**config.mk**
```make
export PLATFORM = sky130hd
export DESIGN_NAME = idli_sqi_mem_m
export DESIGN_NICKNAME = d
export VERILOG_FILES = /design/src/rtl/idli_sqi_mem_m.sv
export SDC_FILE = /design/constraint.sdc
export NUM_CORES = 2
export LEC_CHECK = 0
export CAP_MARGIN = 20
export CORE_UTILIZATION = 58
export CTS_CLUSTER_DIAMETER = 200
export DETAILED_ROUTE_END_ITERATION = 6
export GPL_ROUTABILITY_DRIVEN = 0
export HOLD_SLACK_MARGIN = 0.12
export MAX_ROUTING_LAYER = met4
export PLACE_DENSITY = 0.74
export SYNTH_ARGS = -nofsm -noshare
export SYNTH_HDL_FRONTEND = slang
export SYNTH_SLANG_ARGS = --single-unit
export TNS_END_PERCENT = 1
```
**constraint.sdc**
```tcl
create_clock -name i_mem_gck -period 6.5 [get_ports i_mem_gck]
set_clock_uncertainty 0.2 [all_clocks]
set_input_delay 0.65 -clock i_mem_gck [delete_from_list [all_inputs] [get_ports i_mem_gck]]
set_output_delay 0.65 -clock i_mem_gck [all_outputs]
set_load 0.02 [all_outputs]
```
**src/rtl/idli_sqi_mem_m.sv**
```systemverilog
// SQI SRAM responder (23LC1024-style sequential mode) backed by a small internal array.
// Optional feature: define IDLI_SQI_MEM_RDMR_EN to accept command 0x05 (read mode register).
module idli_sqi_mem_m #(
  parameter int DEPTH = 256
) (
  input  logic       i_mem_gck,
  input  logic       i_mem_rst_n,
  input  logic       i_mem_sck,
  input  logic       i_mem_cs,
  input  logic [3:0] i_mem_sio,
  output logic [3:0] o_mem_sio,
  output logic       o_mem_sio_oe
);

  localparam int AW = (DEPTH > 1) ? $clog2(DEPTH) : 1;

  typedef enum logic [2:0] {
    ST_IDLE, ST_CMD, ST_ADDR, ST_DUMMY, ST_RDATA, ST_WDATA, ST_SKIP
  } state_e;

  state_e      state_q, state_d;
  logic        sck_q, sck_prev_q, cs_q;
  logic [3:0]  sio_q;
  logic [2:0]  cnt_q, cnt_d;
  logic        is_rd_q, is_rd_d;
  logic        rdmr_q, rdmr_d;
  logic        half_q, half_d;
  logic [23:0] addr_q, addr_d, addr_inc;
  logic [7:0]  shift_q, shift_d;
  logic [3:0]  sio_out_q, sio_out_d;
  logic        oe_q, oe_d;
  logic        rise, fall;
  logic        mem_we;
  logic [7:0]  mem_wdata;
  logic [7:0]  mem_q [DEPTH];

  assign rise     = sck_q & ~sck_prev_q;
  assign fall     = ~sck_q & sck_prev_q;
  assign addr_inc = {addr_q[23:AW], addr_q[AW-1:0] + 1'b1};

  always_comb begin
    state_d   = state_q;
    cnt_d     = cnt_q;
    is_rd_d   = is_rd_q;
    rdmr_d    = rdmr_q;
    half_d    = half_q;
    addr_d    = addr_q;
    shift_d   = shift_q;
    sio_out_d = sio_out_q;
    oe_d      = oe_q;
    mem_we    = 1'b0;
    mem_wdata = {shift_q[7:4], sio_q};
    // Chip select release overrides any edge seen in the same cycle.
    if (cs_q) begin
      state_d   = ST_IDLE;
      cnt_d     = '0;
      half_d    = 1'b0;
      sio_out_d = '0;
      oe_d      = 1'b0;
    end else begin
      unique case (state_q)
        ST_IDLE: if (rise) begin
          shift_d = {4'h0, sio_q};
          state_d = ST_CMD;
        end
        ST_CMD: if (rise) begin
          cnt_d  = '0;
          rdmr_d = 1'b0;
          unique case ({shift_q[3:0], sio_q})
            8'h03: begin is_rd_d = 1'b1; state_d = ST_ADDR; end
            8'h02: begin is_rd_d = 1'b0; state_d = ST_ADDR; end
`ifdef IDLI_SQI_MEM_RDMR_EN
            8'h05: begin
              rdmr_d  = 1'b1;
              shift_d = 8'h40;
              half_d  = 1'b0;
              state_d = ST_RDATA;
            end
`endif
            default: state_d = ST_SKIP;
          endcase
        end
        ST_ADDR: if (rise) begin
          addr_d = {addr_q[19:0], sio_q};
          cnt_d  = cnt_q + 3'd1;
          if (cnt_q == 3'd5) begin
            cnt_d   = '0;
            half_d  = 1'b0;
            state_d = is_rd_q ? ST_DUMMY : ST_WDATA;
          end
        end
        ST_DUMMY: if (rise) begin
          cnt_d = cnt_q + 3'd1;
          if (cnt_q == 3'd1) begin
            cnt_d   = '0;
            half_d  = 1'b0;
            shift_d = mem_q[addr_q[AW-1:0]];
            state_d = ST_RDATA;
          end
        end
        ST_RDATA: if (fall) begin
          oe_d = 1'b1;
          if (!half_q) begin
            sio_out_d = shift_q[7:4];
            half_d    = 1'b1;
          end else begin
            // Low nibble is out: advance and prefetch so the next fall can use it.
            sio_out_d = shift_q[3:0];
            half_d    = 1'b0;
            addr_d    = addr_inc;
            shift_d   = rdmr_q ? 8'h40 : mem_q[addr_inc[AW-1:0]];
          end
        end
        ST_WDATA: if (rise) begin
          if (!half_q) begin
            shift_d = {sio_q, 4'h0};
            half_d  = 1'b1;
          end else begin
            mem_we  = 1'b1;
            half_d  = 1'b0;
            addr_d  = addr_inc;
          end
        end
        ST_SKIP: ;
        default: state_d = ST_IDLE;
      endcase
    end
  end

  always_ff @(posedge i_mem_gck or negedge i_mem_rst_n) begin
    if (!i_mem_rst_n) begin
      sck_q      <= 1'b0;
      sck_prev_q <= 1'b0;
      cs_q       <= 1'b1;
      sio_q      <= '0;
      state_q    <= ST_IDLE;
      cnt_q      <= '0;
      is_rd_q    <= 1'b0;
      rdmr_q     <= 1'b0;
      half_q     <= 1'b0;
      addr_q     <= '0;
      shift_q    <= '0;
      sio_out_q  <= '0;
      oe_q       <= 1'b0;
    end else begin
      sck_q      <= i_mem_sck;
      sck_prev_q <= sck_q;
      cs_q       <= i_mem_cs;
      sio_q      <= i_mem_sio;
      state_q    <= state_d;
      cnt_q      <= cnt_d;
      is_rd_q    <= is_rd_d;
      rdmr_q     <= rdmr_d;
      half_q     <= half_d;
      addr_q     <= addr_d;
      shift_q    <= shift_d;
      sio_out_q  <= sio_out_d;
      oe_q       <= oe_d;
    end
  end

  // Storage is deliberately not reset.
  always_ff @(posedge i_mem_gck) begin
    if (mem_we) mem_q[addr_q[AW-1:0]] <= mem_wdata;
  end

  assign o_mem_sio    = sio_out_q;
  assign o_mem_sio_oe = oe_q;

endmodule

```
* Yosys cells after proc, flatten, opt, wreduce, memory -nomap -nowiden
Memories as Yosys holds them, arrays and structs flattened. Cells that the tools add are included. W data, S select, Z words.
Cells by class: bitwise operators 5, multiplexer cells 53, divide/modulo/power cells 0, add/subtract/negate cells 2, multipliers 0, shift operators 0, $lt $le $gt $ge 0, eq/ne operators 27, reduce and logical (&&, ||, !) cells 17
Operator list (number):
- $mux W24 | 3
- $pmux W24 S3 | 1
- $mux W8 | 8
- $mux W3 | 15
- $pmux W8 S4 | 1
- $ne A3 B3 Y1 const B | 8
- $mux W1 | 17
- $eq A8 B2 Y1 const B | 2
- $mux W4 | 4
- $ne A2 B2 Y1 const B | 8
- $pmux W3 S5 | 1
- $reduce_and A7 Y1 | 2
- $eq A3 B3 Y1 const B | 4
- $pmux W3 S3 | 1
- $reduce_and A9 Y1 | 1
- $add A8 B1 Y8 const B | 1
- $reduce_and A4 Y1 | 2
- $reduce_bool A4 Y1 | 2
- $eq A3 B1 Y1 const B | 2
- $eq A3 B2 Y1 const B | 2
- $reduce_bool A2 Y1 | 3
- $reduce_and A5 Y1 | 1
- $reduce_bool A5 Y1 | 1
- $pmux W1 S4 | 1
- other kinds (10) | 13
Storage, ports and cells: output and inout bits 5, bits in writable memories 2048, ROM bits 0, memories kept 1, bits in latches 0, bits in registers 52, input bits 8
Memory list:
- mem_q | words 256, width 8, read ports 2, clocked after memory_dff 0, write ports 1, line 35 | logic [7:0] mem_q [DEPTH];

* Depth between registers and ports, before layout
word-level depth 7, depth in mapped cells 21, mapped depth without buffers 10

* Least setup slack after synthesis
No wires, ideal clock.
path kind reg2reg, from register addr_q[0], to register shift_q[0], period minus slack after synthesis 4.649 ns, stages on the path, launching flop included 21, data arrival time 4.317 ns, setup time 0.132 ns, setup slack 1.851 ns, data required time 6.168 ns, path buffers 12, cell sequence dfrtp_1 > buf_6 > buf_4 > buf_4 > buf_6 > buf_4 > buf_6 > inv_1 > buf_2 > ha_1 > buf_2 > buf_2 > buf_2 > clkbuf_1 > clkbuf_1 > mux4_2 > mux4_2 > nand2_1 > nand3_1 > nand4_1 > nand3_1
Between the ends: cells in the longest elaborated chain, start to end 5
RTL lines:
- from (decl) | line 28 | logic [23:0] addr_q, addr_d, addr_inc;
- from (signal assigned) | line 155 | addr_q <= addr_d;
- $add A8 B1 Y8 | line 39 | assign addr_inc = {addr_q[23:AW], addr_q[AW-1:0] + 1'b1};
- $mem_v2 Z256 W8 (*)
- $mux W8 | line 103 | if (!half_q) begin
- $mux W8 | line 101 | ST_RDATA: if (fall) begin
- $pmux W8 S4 (*) | line 61 | unique case (state_q)
- to (signal assigned) | line 156 | shift_q <= shift_d;
- to (decl) | line 29 | logic [7:0] shift_q, shift_d;
Every way passes the cells marked *; elsewhere a longest branch is shown, timed or not. The select of a mux whose other input is x is not followed. A chain may end at the register's enable or synchronous reset.

* Worst setup path after layout
from register addr_q[2], to register shift_q[2]
The elaborated chain is that of the path after synthesis.

==> run_results.csv <==
group,metric,value,unit
status,status,"finished with violations",
route,drt-total-wl,301000,um
power,p_leak,32.9,nW
setup_path,cp_max_fo,41,
setup_path,critPathLaunchType,"register",
cts,hold_buffers,7,
run,maxCapViolCount,0,
finish,register_area,0.0624,mm2
synth,synth_flop_cell,"edfxtp_1",
finish,multi_input_area,0.0336,mm2
placement,dpl.hpwl,191000,um
grt,grtUsageTotal,0.368,
placement,place_area,0.101,mm2
sta,max-slew-margin-rel,0.117,
setup_path,crit_family,"multiplexers",
route,wl_per_cell,40.4,um
synth,synth.distinct_cells,73,
floorplan,initial_core_util,0.586,
grt,grt_max_degree,189,
synth,syn-num-nets,4948,
finish,drive_gt1_frac,0.336,
route,dr.pass1.iters,7,
route,ant_nets,0,
sta,rsz0062_at_grt,"no",
sta,hold_violations,0,
synth,synth_top_area_frac,0.626,
cts,cts_buffers,208,
finish,fin_area,0.108,mm2
setup_path,slowest_stage,"dfrtp_4",
cts,insertion_delay,0.91,ns
sta,setup_tns,0,ns
floorplan,row_count,150,
synth,syn_area_per_cell,19.9,um2
synth,syn_inst,4936,
cts,cts.sinks,2084,
grt,grt_pass1_vias,55800,
route,drt_iter0_markers,9978,
synth,synth.area.top_cells,"edfxtp_1 63%, mux4_2 26%, nand2_1 1.3%",
setup_path,critical_path_class,"register to register",
placement,port_buffers,12,
sta,setup_viol,0,
power,powerDensity,446,mW/mm2
sta,fin_crit,5.35,ns
synth,yosysSeqAreaShare,0.635,
setup_path,reg2regPathDepth,7,
synth,synth_top_area_cell,"edfxtp_1",
setup_path,critPathRequiredTime,7.01,ns
setup_path,path_depth,7,
synth,synthArstFlopShare,0.0173,
grt,grt_pass1_wl,422000,um
route,drc,22,
route,vias,57600,
synth,synth_edf_count,2048,
grt,overflow,0,
setup_path,crit_path_end_kind,"register",
sta,drv_slew,0,
cts,ctsHtreeMaxLevel,4,
floorplan,top_level_ports,13,
finish,nets,5058,
cts,cts_tree,"built",
synth,netlist_area,0.0982,mm2
setup_path,cpMostUsedCell,"mux4_2",
synth,ys_seq_elements,2084,
setup_path,crit_path_max_incr_delay,1.01,ns
synth,yosysWarnings,0,
cts,root_buffer,"clkbuf_16",
setup_path,crit_arrival,5.86,ns
status,violations,"design-rule violations",
sta,worstMarginPinSlew,1.32,ns
cts,clockBufferDepth,3,
cts,clkTransAtPathRegs,0.07,ns
synth,synth.most_common_cell,"edfxtp_1",
floorplan,die_x,413,um
synth,synth_common_cells,"2048 x edfxtp_1, 1134 x mux4_2, 331 x nand2_1",
setup_path,crit_buf_inv,1,
grt,antenna_found_initial,11,
setup_path,path_cells,"nand3_1, xnor2_4, buf_4, mux4_2, mux4_2, a21oi_1, nand4_1",
floorplan,chipHeight,413,um
floorplan,core_area,0.168,mm2
cts,post-cts-setup-buffers,0,
sta,fmax,187,MHz
placement,placed_cells,7015,
finish,area_growth_syn_to_layout,10.2,%
floorplan,die_area,0.171,mm2
sta,min_period_over_period,0.823,
hold_path,hp-class,"input port to async pin",
cts,post_cts_resized,0,
finish,final_cells,7444,
finish,final.fill_count,11000,
route,routed_via_density,7.73,
power,vdd_drop_max,0.000553,V
[routing by layer]
layer | vias to the layer above | share of wire | track usage
met3 | 1067 | 0.15 | 0.131
met1 | 29900 | 0.34 | 0.473
met2 | 5081 | 0.45 | 0.517
met4 | 0 | 0.064 | 0.195
li1 | 21500 | - | -
met5 | - | 0 | -
[cell type report]
class	instances	share of cell area
Inverter	9	0.000382
Sequential cell	2084	0.577
Timing Repair Buffer	284	0.0245
Clock inverter	129	0.0112
Clock buffer	258	0.0502
Tap cell	2204	0.0255
Multi-Input combinational cell	2459	0.311
Antenna cell	17	0.000393
[power by group]
| group | switching, mW | internal [mW] |
|---|---|---|
| Sequential | 0.589 | 15.8 |
| Clock | 5.26 | 6.62 |
| Combinational | 11.9 | 8.07 |
[flip-flops by register name (all words and copies together) (netlist names)]
register,flops
addr_q,8
state_q,3
cnt_q,3
cs_q,1
mem_q,2048
sck_prev_q,1
o_mem_sio_oe,1
sio_q,4
sck_q,1
is_rd_q,1
shift_q,8
o_mem_sio,4
half_q,1
[placed cells by master, fill, tap and decap left out, drive strengths merged, types with 11 or more instances in the layout]
| master | instances |
|---|---|
| and3 | 15 |
| a21oi | 50 |
| o21ai | 33 |
| nand2 | 331 |
| nor3 | 18 |
| bufinv | 17 |
| mux2 | 11 |
| a31oi | 24 |
| mux4 | 1171 |
| mux2i | 84 |
| nand3 | 112 |
| clkinv | 102 |
| nor2b | 13 |
| diode | 17 |
| dfrtp | 35 |
| buf | 265 |
| clkdlybuf4s50 | 11 |
| nand2b | 14 |
| inv | 15 |
| edfxtp | 2048 |
| nor2 | 323 |
| a32oi | 21 |
| nand4 | 29 |
| clkbuf | 259 |
| a22oi | 57 |
| o211ai | 13 |
[logic make-up (layout without fill, tap and decap cells)]
family,after synthesis,in the layout,share of synthesized area
flip-flops,2084,2084,0.635
multiplexers,1266,1266,0.280
AND/OR/NAND/NOR,896,896,0.0394
buffers and inverters,393,680,0.0238
AO/OA/AOI/OAI,284,284,0.0202
XOR/XNOR,9,9,0.000956
adder cells (fa/ha/maj),4,4,0.000510
other,0,17,0
[final timing paths]
check	start	endpoint	slack, ns
max	addr_q[2]	shift_q[2]	1.15
min	i_mem_rst_n	half_q	0.28
max reg2reg	addr_q[2]	shift_q[2]	1.15
min reg2reg	o_mem_sio_oe	o_mem_sio_oe	0.30
max in group asynchronous	i_mem_rst_n	addr_q[2]	5.05
min in group i_mem_gck	o_mem_sio_oe	o_mem_sio_oe	0.30
[stage by stage]
step / setup WS, ns / util / hold WS [ns] / power (mW)
after floorplan: 1.85 / - / 0.154 / 29.4
after global placement: 1.36 / 0.603 / 0.282 / 35.8
after detailed placement: 1.29 / 0.604 / 0.290 / 35.9
after CTS: 1.28 / 0.644 / 0.288 / 47.6
after global routing: 1.09 / 0.646 / 0.322 / 49.0
final: 1.15 / 0.646 / 0.281 / 48.3
(Power assumes the default switching activity.)
